<file path="src/rtl/dac_reg_spi_tx_if.sv">
// Request/status and SPI pin bundle for dac_reg_spi_tx.
// master: requester and the SPI-side slave devices; slave: the transmitter.
interface dac_reg_spi_tx_if;
  logic        start;
  logic        target;
  logic [15:0] tx_data;
  logic        busy;
  logic        done;
  logic        dac_reg_sck;
  logic        dac_reg_mosi;
  logic        cs1_dac;
  logic        cs2_reg;
  logic        dac_reg_miso;
  logic [15:0] rx_data;

  modport master (
    output start, target, tx_data, dac_reg_miso,
    input  busy, done, dac_reg_sck, dac_reg_mosi, cs1_dac, cs2_reg, rx_data
  );

  modport slave (
    input  start, target, tx_data, dac_reg_miso,
    output busy, done, dac_reg_sck, dac_reg_mosi, cs1_dac, cs2_reg, rx_data
  );
endinterface

</file>
<file path="src/rtl/dac_reg_spi_tx.sv">
// SPI mode-0 transmitter: a 16-bit word to the DAC (cs1_dac) or an 8-bit word to a register (cs2_reg).
// Optional MISO readback into rx_data is enabled by defining DAC_REG_READBACK_EN.
module dac_reg_spi_tx #(
  parameter int unsigned CLK_DIV  = 4,
  parameter int unsigned CS_SETUP = 2,
  parameter int unsigned CS_HOLD  = 2
) (
  input logic              clk,
  input logic              rst,
  dac_reg_spi_tx_if.slave  bus
);

  localparam logic [7:0] DivLoad   = 8'(CLK_DIV - 1);
  localparam logic [7:0] SetupLoad = 8'(CS_SETUP - 1);
  localparam logic [7:0] HoldLoad  = 8'(CS_HOLD - 1);

  typedef enum logic [2:0] {StIdle, StSetup, StShift, StHold, StDone} state_e;

  state_e      state_q;
  logic [7:0]  cnt_q;
  logic [3:0]  bit_q;
  logic [15:0] shreg_q;
  logic        sck_q;
  logic        mosi_q;
  logic        cs1_q;
  logic        cs2_q;
  logic        busy_q;
  logic        done_q;
  logic        tgt_q;
`ifdef DAC_REG_READBACK_EN
  logic [15:0] rx_sh_q;
  logic [15:0] rx_q;
`endif

  always_ff @(posedge clk) begin
    if (rst) begin
      state_q <= StIdle;
      cnt_q   <= '0;
      bit_q   <= '0;
      shreg_q <= '0;
      sck_q   <= 1'b0;
      mosi_q  <= 1'b0;
      cs1_q   <= 1'b1;
      cs2_q   <= 1'b1;
      busy_q  <= 1'b0;
      done_q  <= 1'b0;
      tgt_q   <= 1'b0;
`ifdef DAC_REG_READBACK_EN
      rx_sh_q <= '0;
      rx_q    <= '0;
`endif
    end else begin
      unique case (state_q)
        StIdle: begin
          if (bus.start) begin
            state_q <= StSetup;
            tgt_q   <= bus.target;
            busy_q  <= 1'b1;
            cnt_q   <= SetupLoad;
            cs1_q   <= bus.target;
            cs2_q   <= ~bus.target;
            // Register words are left-aligned so MOSI always comes from bit 15.
            if (bus.target) begin
              shreg_q <= {bus.tx_data[7:0], 8'h00};
              mosi_q  <= bus.tx_data[7];
              bit_q   <= 4'd7;
            end else begin
              shreg_q <= bus.tx_data;
              mosi_q  <= bus.tx_data[15];
              bit_q   <= 4'd15;
            end
`ifdef DAC_REG_READBACK_EN
            rx_sh_q <= '0;
`endif
          end
        end
        StSetup: begin
          if (cnt_q == 8'd0) begin
            state_q <= StShift;
            cnt_q   <= DivLoad;
          end else begin
            cnt_q <= cnt_q - 8'd1;
          end
        end
        StShift: begin
`ifdef DAC_REG_READBACK_EN
          // First cycle of the SCK high phase.
          if (sck_q && (cnt_q == DivLoad)) begin
            rx_sh_q <= {rx_sh_q[14:0], bus.dac_reg_miso};
          end
`endif
          if (cnt_q != 8'd0) begin
            cnt_q <= cnt_q - 8'd1;
          end else if (!sck_q) begin
            sck_q <= 1'b1;
            cnt_q <= DivLoad;
          end else begin
            sck_q <= 1'b0;
            if (bit_q == 4'd0) begin
              state_q <= StHold;
              cnt_q   <= HoldLoad;
            end else begin
              bit_q   <= bit_q - 4'd1;
              cnt_q   <= DivLoad;
              shreg_q <= {shreg_q[14:0], 1'b0};
              mosi_q  <= shreg_q[14];
            end
          end
        end
        StHold: begin
          if (cnt_q == 8'd0) begin
            state_q <= StDone;
            cs1_q   <= 1'b1;
            cs2_q   <= 1'b1;
            done_q  <= 1'b1;
`ifdef DAC_REG_READBACK_EN
            rx_q    <= tgt_q ? {8'h00, rx_sh_q[7:0]} : rx_sh_q;
`endif
          end else begin
            cnt_q <= cnt_q - 8'd1;
          end
        end
        StDone: begin
          state_q <= StIdle;
          done_q  <= 1'b0;
          busy_q  <= 1'b0;
          mosi_q  <= 1'b0;
        end
        default: state_q <= StIdle;
      endcase
    end
  end

  assign bus.busy         = busy_q;
  assign bus.done         = done_q;
  assign bus.dac_reg_sck  = sck_q;
  assign bus.dac_reg_mosi = mosi_q;
  assign bus.cs1_dac      = cs1_q;
  assign bus.cs2_reg      = cs2_q;
`ifdef DAC_REG_READBACK_EN
  assign bus.rx_data      = rx_q;
`else
  assign bus.rx_data      = 16'h0000;
`endif

endmodule

</file>
<file path="src/flat_wrapper.sv">
// flat-port wrapper written by rule: the top's interface ports become plain ports
module dac_reg_spi_tx_flat 
#(
  parameter int unsigned CLK_DIV  = 4,
  parameter int unsigned CS_SETUP = 2,
  parameter int unsigned CS_HOLD  = 2
)
  (clk, rst, bus_start, bus_target, bus_tx_data, bus_dac_reg_miso, bus_busy, bus_done, bus_dac_reg_sck, bus_dac_reg_mosi, bus_cs1_dac, bus_cs2_reg, bus_rx_data);
  dac_reg_spi_tx_if bus_i ();
  input logic clk;
  input logic rst;
  input wire logic [$bits(bus_i.start)-1:0] bus_start;
  input wire logic [$bits(bus_i.target)-1:0] bus_target;
  input wire logic [$bits(bus_i.tx_data)-1:0] bus_tx_data;
  input wire logic [$bits(bus_i.dac_reg_miso)-1:0] bus_dac_reg_miso;
  output wire logic [$bits(bus_i.busy)-1:0] bus_busy;
  output wire logic [$bits(bus_i.done)-1:0] bus_done;
  output wire logic [$bits(bus_i.dac_reg_sck)-1:0] bus_dac_reg_sck;
  output wire logic [$bits(bus_i.dac_reg_mosi)-1:0] bus_dac_reg_mosi;
  output wire logic [$bits(bus_i.cs1_dac)-1:0] bus_cs1_dac;
  output wire logic [$bits(bus_i.cs2_reg)-1:0] bus_cs2_reg;
  output wire logic [$bits(bus_i.rx_data)-1:0] bus_rx_data;
  assign bus_i.start = bus_start;
  assign bus_i.target = bus_target;
  assign bus_i.tx_data = bus_tx_data;
  assign bus_i.dac_reg_miso = bus_dac_reg_miso;
  assign bus_busy = bus_i.busy;
  assign bus_done = bus_i.done;
  assign bus_dac_reg_sck = bus_i.dac_reg_sck;
  assign bus_dac_reg_mosi = bus_i.dac_reg_mosi;
  assign bus_cs1_dac = bus_i.cs1_dac;
  assign bus_cs2_reg = bus_i.cs2_reg;
  assign bus_rx_data = bus_i.rx_data;
  dac_reg_spi_tx #(.CLK_DIV(CLK_DIV), .CS_SETUP(CS_SETUP), .CS_HOLD(CS_HOLD)) u_core (.clk(clk), .rst(rst), .bus(bus_i));
endmodule
</file>
<file path="config.mk">
export PLATFORM = sky130hd
export DESIGN_NAME = dac_reg_spi_tx_flat
export DESIGN_NICKNAME = d
export VERILOG_FILES = /design/src/rtl/dac_reg_spi_tx_if.sv /design/src/rtl/dac_reg_spi_tx.sv /design/src/flat_wrapper.sv
export SDC_FILE = /design/constraint.sdc
export NUM_CORES = 1
export LEC_CHECK = 0
export ABC_AREA = 1
export BUFFER_PORTS_ARGS = -buffer_cell sky130_fd_sc_hd__buf_2
export CORE_UTILIZATION = 50
export DETAILED_ROUTE_END_ITERATION = 6
export PLACE_DENSITY_LB_ADDON = 0.12
export REMOVE_ABC_BUFFERS = 1
export SYNTH_ARGS = -nofsm -noshare
export SYNTH_HDL_FRONTEND = slang
export SYNTH_SLANG_ARGS = --single-unit
</file>
<file path="constraint.sdc">
create_clock -name clk -period 2.05 [get_ports clk]
set_clock_uncertainty 0.15 [all_clocks]
set_input_delay 0.1025 -clock clk [delete_from_list [all_inputs] [get_ports clk]]
set_output_delay 0.1025 -clock clk [all_outputs]
set_load 0.1 [all_outputs]
</file>
==> impl_metrics.toml, run 1 <==
[status]
status = "complete, no violations"

[global_route]
grt_start_max_net_pins = 20
gr-total-overflow = 0
grt_use_total_pct = 21.2
grt_pass1_wl_microns = 7250
first_global_vias = 1643
antenna_found_initial = 0

[drt]
ant_nets = 0
routed_wl_microns = 4420
route.detailed.drc = 0
vias_per_cell = 4.79
num_vias = 1921
drt-initial-drc-count = 128
drtPass1Iterations = 4
post_drt_wl_per_cell_microns = 11.0

[floorplanning]
start_util_pct = 53.7
die_h_microns = 68.5
die_x_microns = 68.5
ios = 43
rows = 23
core_area_sq_um = 4120
die-area_sq_um = 4690

[power_and_ir_drop]
internal-power_w = 0.00194
p_leak_nw = 1.16
p_sw_share_pct = 50.3
power_w = 0.00390
power_switching_w = 0.00196
p_comb_share_pct = 55.2
clockPowerShare_pct = 16.2
peakVddDrop_mv = 0.605
power_density_nw_per_um2 = 1600
p_seq_share_pct = 28.6

[place]
hpwl_microns = 3100
io_buffers = 25
gp_congestion = 0.761

[critical_path]
endpoint_kind = "register"
worstPathMaxFanout = 19
cp.arrival_ns = 1.89
worstSetupPathType = "register to register"
worstSetupStartpointType = "register"
critPathRequiredTime_ns = 2.09

[synth]
ys_ff_latch = 36
synth_top_area_share_pct = 32.6
seq_area_frac_synth_pct = 32.6
synth_top_family_by_area = "simple AND/OR/NAND/NOR gates"
synth_flop_cell = "dfxtp_1"
ys_warn_count = 0
synthCells = 321
yosys.area.top_type = "dfxtp_1"
synth-simple-area-share_pct = 33.7
synthArstFlopShare_pct = 0
syn-cell-area_sq_um = 2210
muxShareOfSynthArea_pct = 0
synthTopCellsByArea = "dfxtp_1, nand2_1, o21ai_0, buf_4, inv_1"
synth_fa_ha_area_share_pct = 1.70
synthXorXnorAreaFrac_pct = 0.793
synth_edf_count = 0
synth-compound-area-share_pct = 16.0
postSynthAreaPerCell_sq_um = 6.88
ys_types = 32

[clock_network]
worstSkewPairLatency_ns = 0.29
clockRootBuffer = "clkbuf_8"
htreeDepth = 2
post_cts.repair.setup_buffers = 0
ctsResizeCount = 0
cts_buffers = 5
clk_pin_slew_ns = 0.08
clockBufferDepth = 2
cts_tree = "yes"
clkSinkCount = 36

[layout]
drive_gt1_share_pct = 20.5
fin_nets = 374
largest_reg_flops = 15
fillCellCount = 405
area_growth_pct = 10.4
top_register = "u_core.shreg_q"
reg.largest.list = "u_core.shreg_q (15), u_core.cnt_q (8), u_core.bit_q (4)"
mostFrequentLayoutCells = "nand2_1, dfxtp_1, inv_1, o21ai_0, nor2_1"
diodes = 0
layout_commonest_cell = "nand2_1"

[sta]
period_share_pct = 90.4
min_period_ns = 1.85
fin_tns_setup_ns = 0
finalHoldViolCount = 0
setup_violations = 0
rsz0062_at_grt = "false"
hold_ws_ns = 0.0267
fmax_ghz = 0.540
drv_slew = 0

[min_path]
hp-class = "input pin to register"

[flow_run]
maxCapViolCount = 0
worst max-delay path, cell delays in order, from the launching register on:
cell and delay (ns):
dfxtp_1 0.31, inv_1 0.09, ha_1 0.22, nand2_1 0.12
nor2_4 0.18, nand2_2 0.09, nand2_4 0.10, nand2_8 0.12
inv_8 0.14, nand2_1 0.08, nor2_1 0.08, nor2_1 0.05
cell families (layout without fill, tap and decap cells):
kind of cell | count (synthesis) | after routing
adder cells (fa/ha/maj) | 3 | 3
AO/OA/AOI/OAI | 60 | 60
other | 1 | 16
AND/OR/NAND/NOR | 156 | 156
flip-flops | 36 | 36
XOR/XNOR | 2 | 2
buffers and inverters | 63 | 78
area by class of cell:
cell class | count | area, sq um | share of cell area (%)
inverters | 39 | 154 | 6.31
well taps | 50 | 62.6 | 2.57
clock buffers | 5 | 68.8 | 2.82
multi-input cells | 237 | 1210 | 49.7
clock inverters | 3 | 42.5 | 1.75
flip-flops and latches | 36 | 721 | 29.6
repair buffers | 31 | 178 | 7.29
stage by stage:
stage / util, % / worst slack (ns) / std cells / instance area [sq um]
floorplan: - / 0.0710 / 312 / 2090
global placement: 55.8 / 0.191 / 390 / 2300
detailed placement: 55.8 / 0.181 / 390 / 2300
CTS: 59.2 / 0.163 / 401 / 2440
global route: 59.2 / 0.00335 / 401 / 2440
finish: 59.2 / 0.198 / 401 / 2440
final timing paths:
check	startpoint	endpoint	slack, ns	depth (start not counted)
hold / removal	bus_tx_data[7]	u_core.shreg_q[7]	0.03	5
hold reg to reg	u_core.shreg_q[13]	u_core.shreg_q[13]	0.30	2
setup / recovery	u_core.cnt_q[0]	u_core.bit_q[0]	0.20	11
setup reg to reg	u_core.cnt_q[0]	u_core.bit_q[0]	0.20	11
repair_timing:
action,4_1_cts,5_1_grt
setup endpoints to repair,0,1
hold buffers,3,0
endpoints found under the hold margin,3,0
power groups by stage:
stage          Combinational (W)  Clock (W)  Sequential [W]
2_1_floorplan            0.00155          0         0.00134
3_5_place_dp             0.00215          0         0.00113
3_3_place_gp             0.00213          0         0.00113
4_1_cts                  0.00216   0.000649         0.00112
6_report                 0.00215   0.000631         0.00112
5_1_grt                  0.00241   0.000673         0.00115
routing by layer:
metal | vias up | GRT usage [%] | part of all wire, %
li1 | 1034 | - | -
met1 | 839 | 27.1 | 51
met2 | 41 | 33.7 | 43
met3 | 7 | 5.33 | 4.7
met4 | 0 | 8.33 | 1.4
met5 | - | 0 | 0
synth_stat cells (all sizes together), types with 2 or more instances:
cell	n
ha	3
nand3	19
nor3	5
o21ai	35
inv	39
xor2	2
buf	21
nand2	93
a21oi	22
clkbuf	3
nor2	36
dfxtp	36
Note: power is estimated with default switching activity, not from simulation.
==> run 2, diff against run 1 <==
CORE_ASPECT_RATIO = 1.1   (was not set)
==> impl_metrics.toml, run 2 (synthesis results as in run 1) <==
[flow_run]
maxCapViolCount = 0

[global_route]
met3_usage_pct = 4.30
gr-total-overflow = 0
grt_use_met1_pct = 26.8
first_global_vias = 1758
busiest_layer = "met2"
grt_start_max_net_pins = 20
grt_pass1_wl_microns = 7550
antenna_found_initial = 0
grt_use_total_pct = 20.5
grt_use_met2_pct = 33.7

[layout]
largest_reg_flops = 15
top_register = "u_core.shreg_q"
mostFrequentLayoutCells = "nand2_1, dfxtp_1, inv_1, o21ai_0, nor2_1"
drive_gt1_share_pct = 20.7
layout_commonest_cell = "nand2_1"
final_util_pct = 60.3
postLayoutCellArea_sq_um = 2460
fin_nets = 375
area_growth_pct = 11.5
reg.largest.list = "u_core.shreg_q (15), u_core.cnt_q (8), u_core.bit_q (4)"
diodes = 0

[critical_path]
startpoint = "u_core.cnt_q[0]"
critPathRequiredTime_ns = 2.08
r2r_cells = 12
cp.arrival_ns = 1.87
worstSetupStartpointType = "register"
timing.rr.start = "u_core.cnt_q[0]"
r2r_setup_slack_ns = 0.21
worstSetupPathType = "register to register"
endpoint_kind = "register"
r2r_end = "u_core.cnt_q[4]"
worstPathMaxFanout = 10
cp-endpoint = "u_core.cnt_q[4]"

[floorplanning]
die_h_microns = 71.7
rows = 24
die_x_microns = 65.4
ios = 43
start_util_pct = 54.1
core_area_sq_um = 4080
die-area_sq_um = 4690

[sta]
setup_violations = 0
fin_tns_setup_ns = 0
fin_ws_ns = 0.208
fmax_ghz = 0.543
finalHoldViolCount = 0
period_share_pct = 89.8
drv_slew = 0
min_period_ns = 1.84
hold_ws_ns = 0.0428
rsz0062_at_grt = "false"

[place]
gp_congestion = 0.729
io_buffers = 25
place_area_sq_um = 2310
pre_cts_ws_ns = 0.239
hpwl_microns = 3070

[power_and_ir_drop]
power_density_nw_per_um2 = 1620
peakVddDrop_mv = 0.574
p_leak_nw = 1.17

[drt]
drt-initial-drc-count = 98
post_drt_wl_per_cell_microns = 10.8
ant_nets = 0
route.detailed.drc = 0
routed_wl_microns = 4350
drtPass1Iterations = 4
num_vias = 1972
vias_per_cell = 4.88

[min_path]
hp-class = "input pin to register"

[clock_network]
htreeDepth = 2
post_cts.repair.setup_buffers = 0
clkSinkCount = 36
clockRootBuffer = "clkbuf_8"
clk_pin_slew_ns = 0.07
cts_buffers = 5
cts_tree = "yes"
worstSkewPairLatency_ns = 0.28
clockBufferDepth = 2

[status]
status = "complete, no violations"
[run 2: cell types whose count changed in the layout (fill, tap and decap cells not counted), sizes merged]
cell / before / now
clkbuf: 5 / 7
buf: 28 / 29
clkinv: 1 / 0
clkinvlp: 1 / 0
[run 2: area by class of cell]
cell class	instances	area [sq um]
clock buffers	7	96.3
inverters	39	154
clock inverters	1	30.0
flip-flops and latches	36	721
repair buffers	32	185
multi-input cells	237	1210
well taps	52	65.1
fillers	407	1620
[run 2: worst max-delay path, cell delays in order, from the launching register on]
cell and delay (ns):
dfxtp_1 0.32, inv_1 0.09, ha_1 0.22, nand2_1 0.12
nor2_4 0.16, buf_4 0.15, nand2_2 0.08, nand2_4 0.14
inv_2 0.06, nand3_1 0.10, nand2_1 0.06, nand2_1 0.06
nor2_1 0.04
[run 2: worst min path at each step]
stage / startpoint / to / depth (start not counted)
CTS: bus_tx_data[7] / u_core.shreg_q[7] / 5
finish: bus_tx_data[7] / u_core.shreg_q[7] / 5
detailed placement: bus_start / u_core.bus.busy / 3
floorplan: rst / u_core.bit_q[3] / 1
global placement: bus_start / u_core.bus.busy / 3
global route: bus_tx_data[7] / u_core.shreg_q[7] / 5
[run 2: report_power, final]
part | switching [W] | internal (W) | leakage, nW | total [W]
combinational | 0.00152 | 0.000656 | 0.812 | 0.00218
sequential | 0.000170 | 0.000949 | 0.296 | 0.00112
clock | 0.000256 | 0.000429 | 0.0645 | 0.000686
total | 0.00195 | 0.00203 | 1.17 | 0.00398
[run 2: per-stage QoR]
stage / power, W / std cells
2_1_floorplan: 0.00289 / 312
3_3_place_gp: 0.00328 / 393
3_5_place_dp: 0.00330 / 393
4_1_cts: 0.00401 / 404
5_1_grt: 0.00432 / 404
6_report: 0.00398 / 404
[run 2: layer usage]
layer	share of wire (%)	wire length, microns	vias to the layer above
met4	0.62	27	0
li1	-	-	1040
met2	47	2030	34
met5	0	0	-
met3	3.0	129	2
met1	50	2160	896
[run 2: repair_timing]
action                                 in CTS  in global routing
gates resized for setup                     0                  0
hold buffers                                3                  0
endpoints found under the hold margin       3                  0
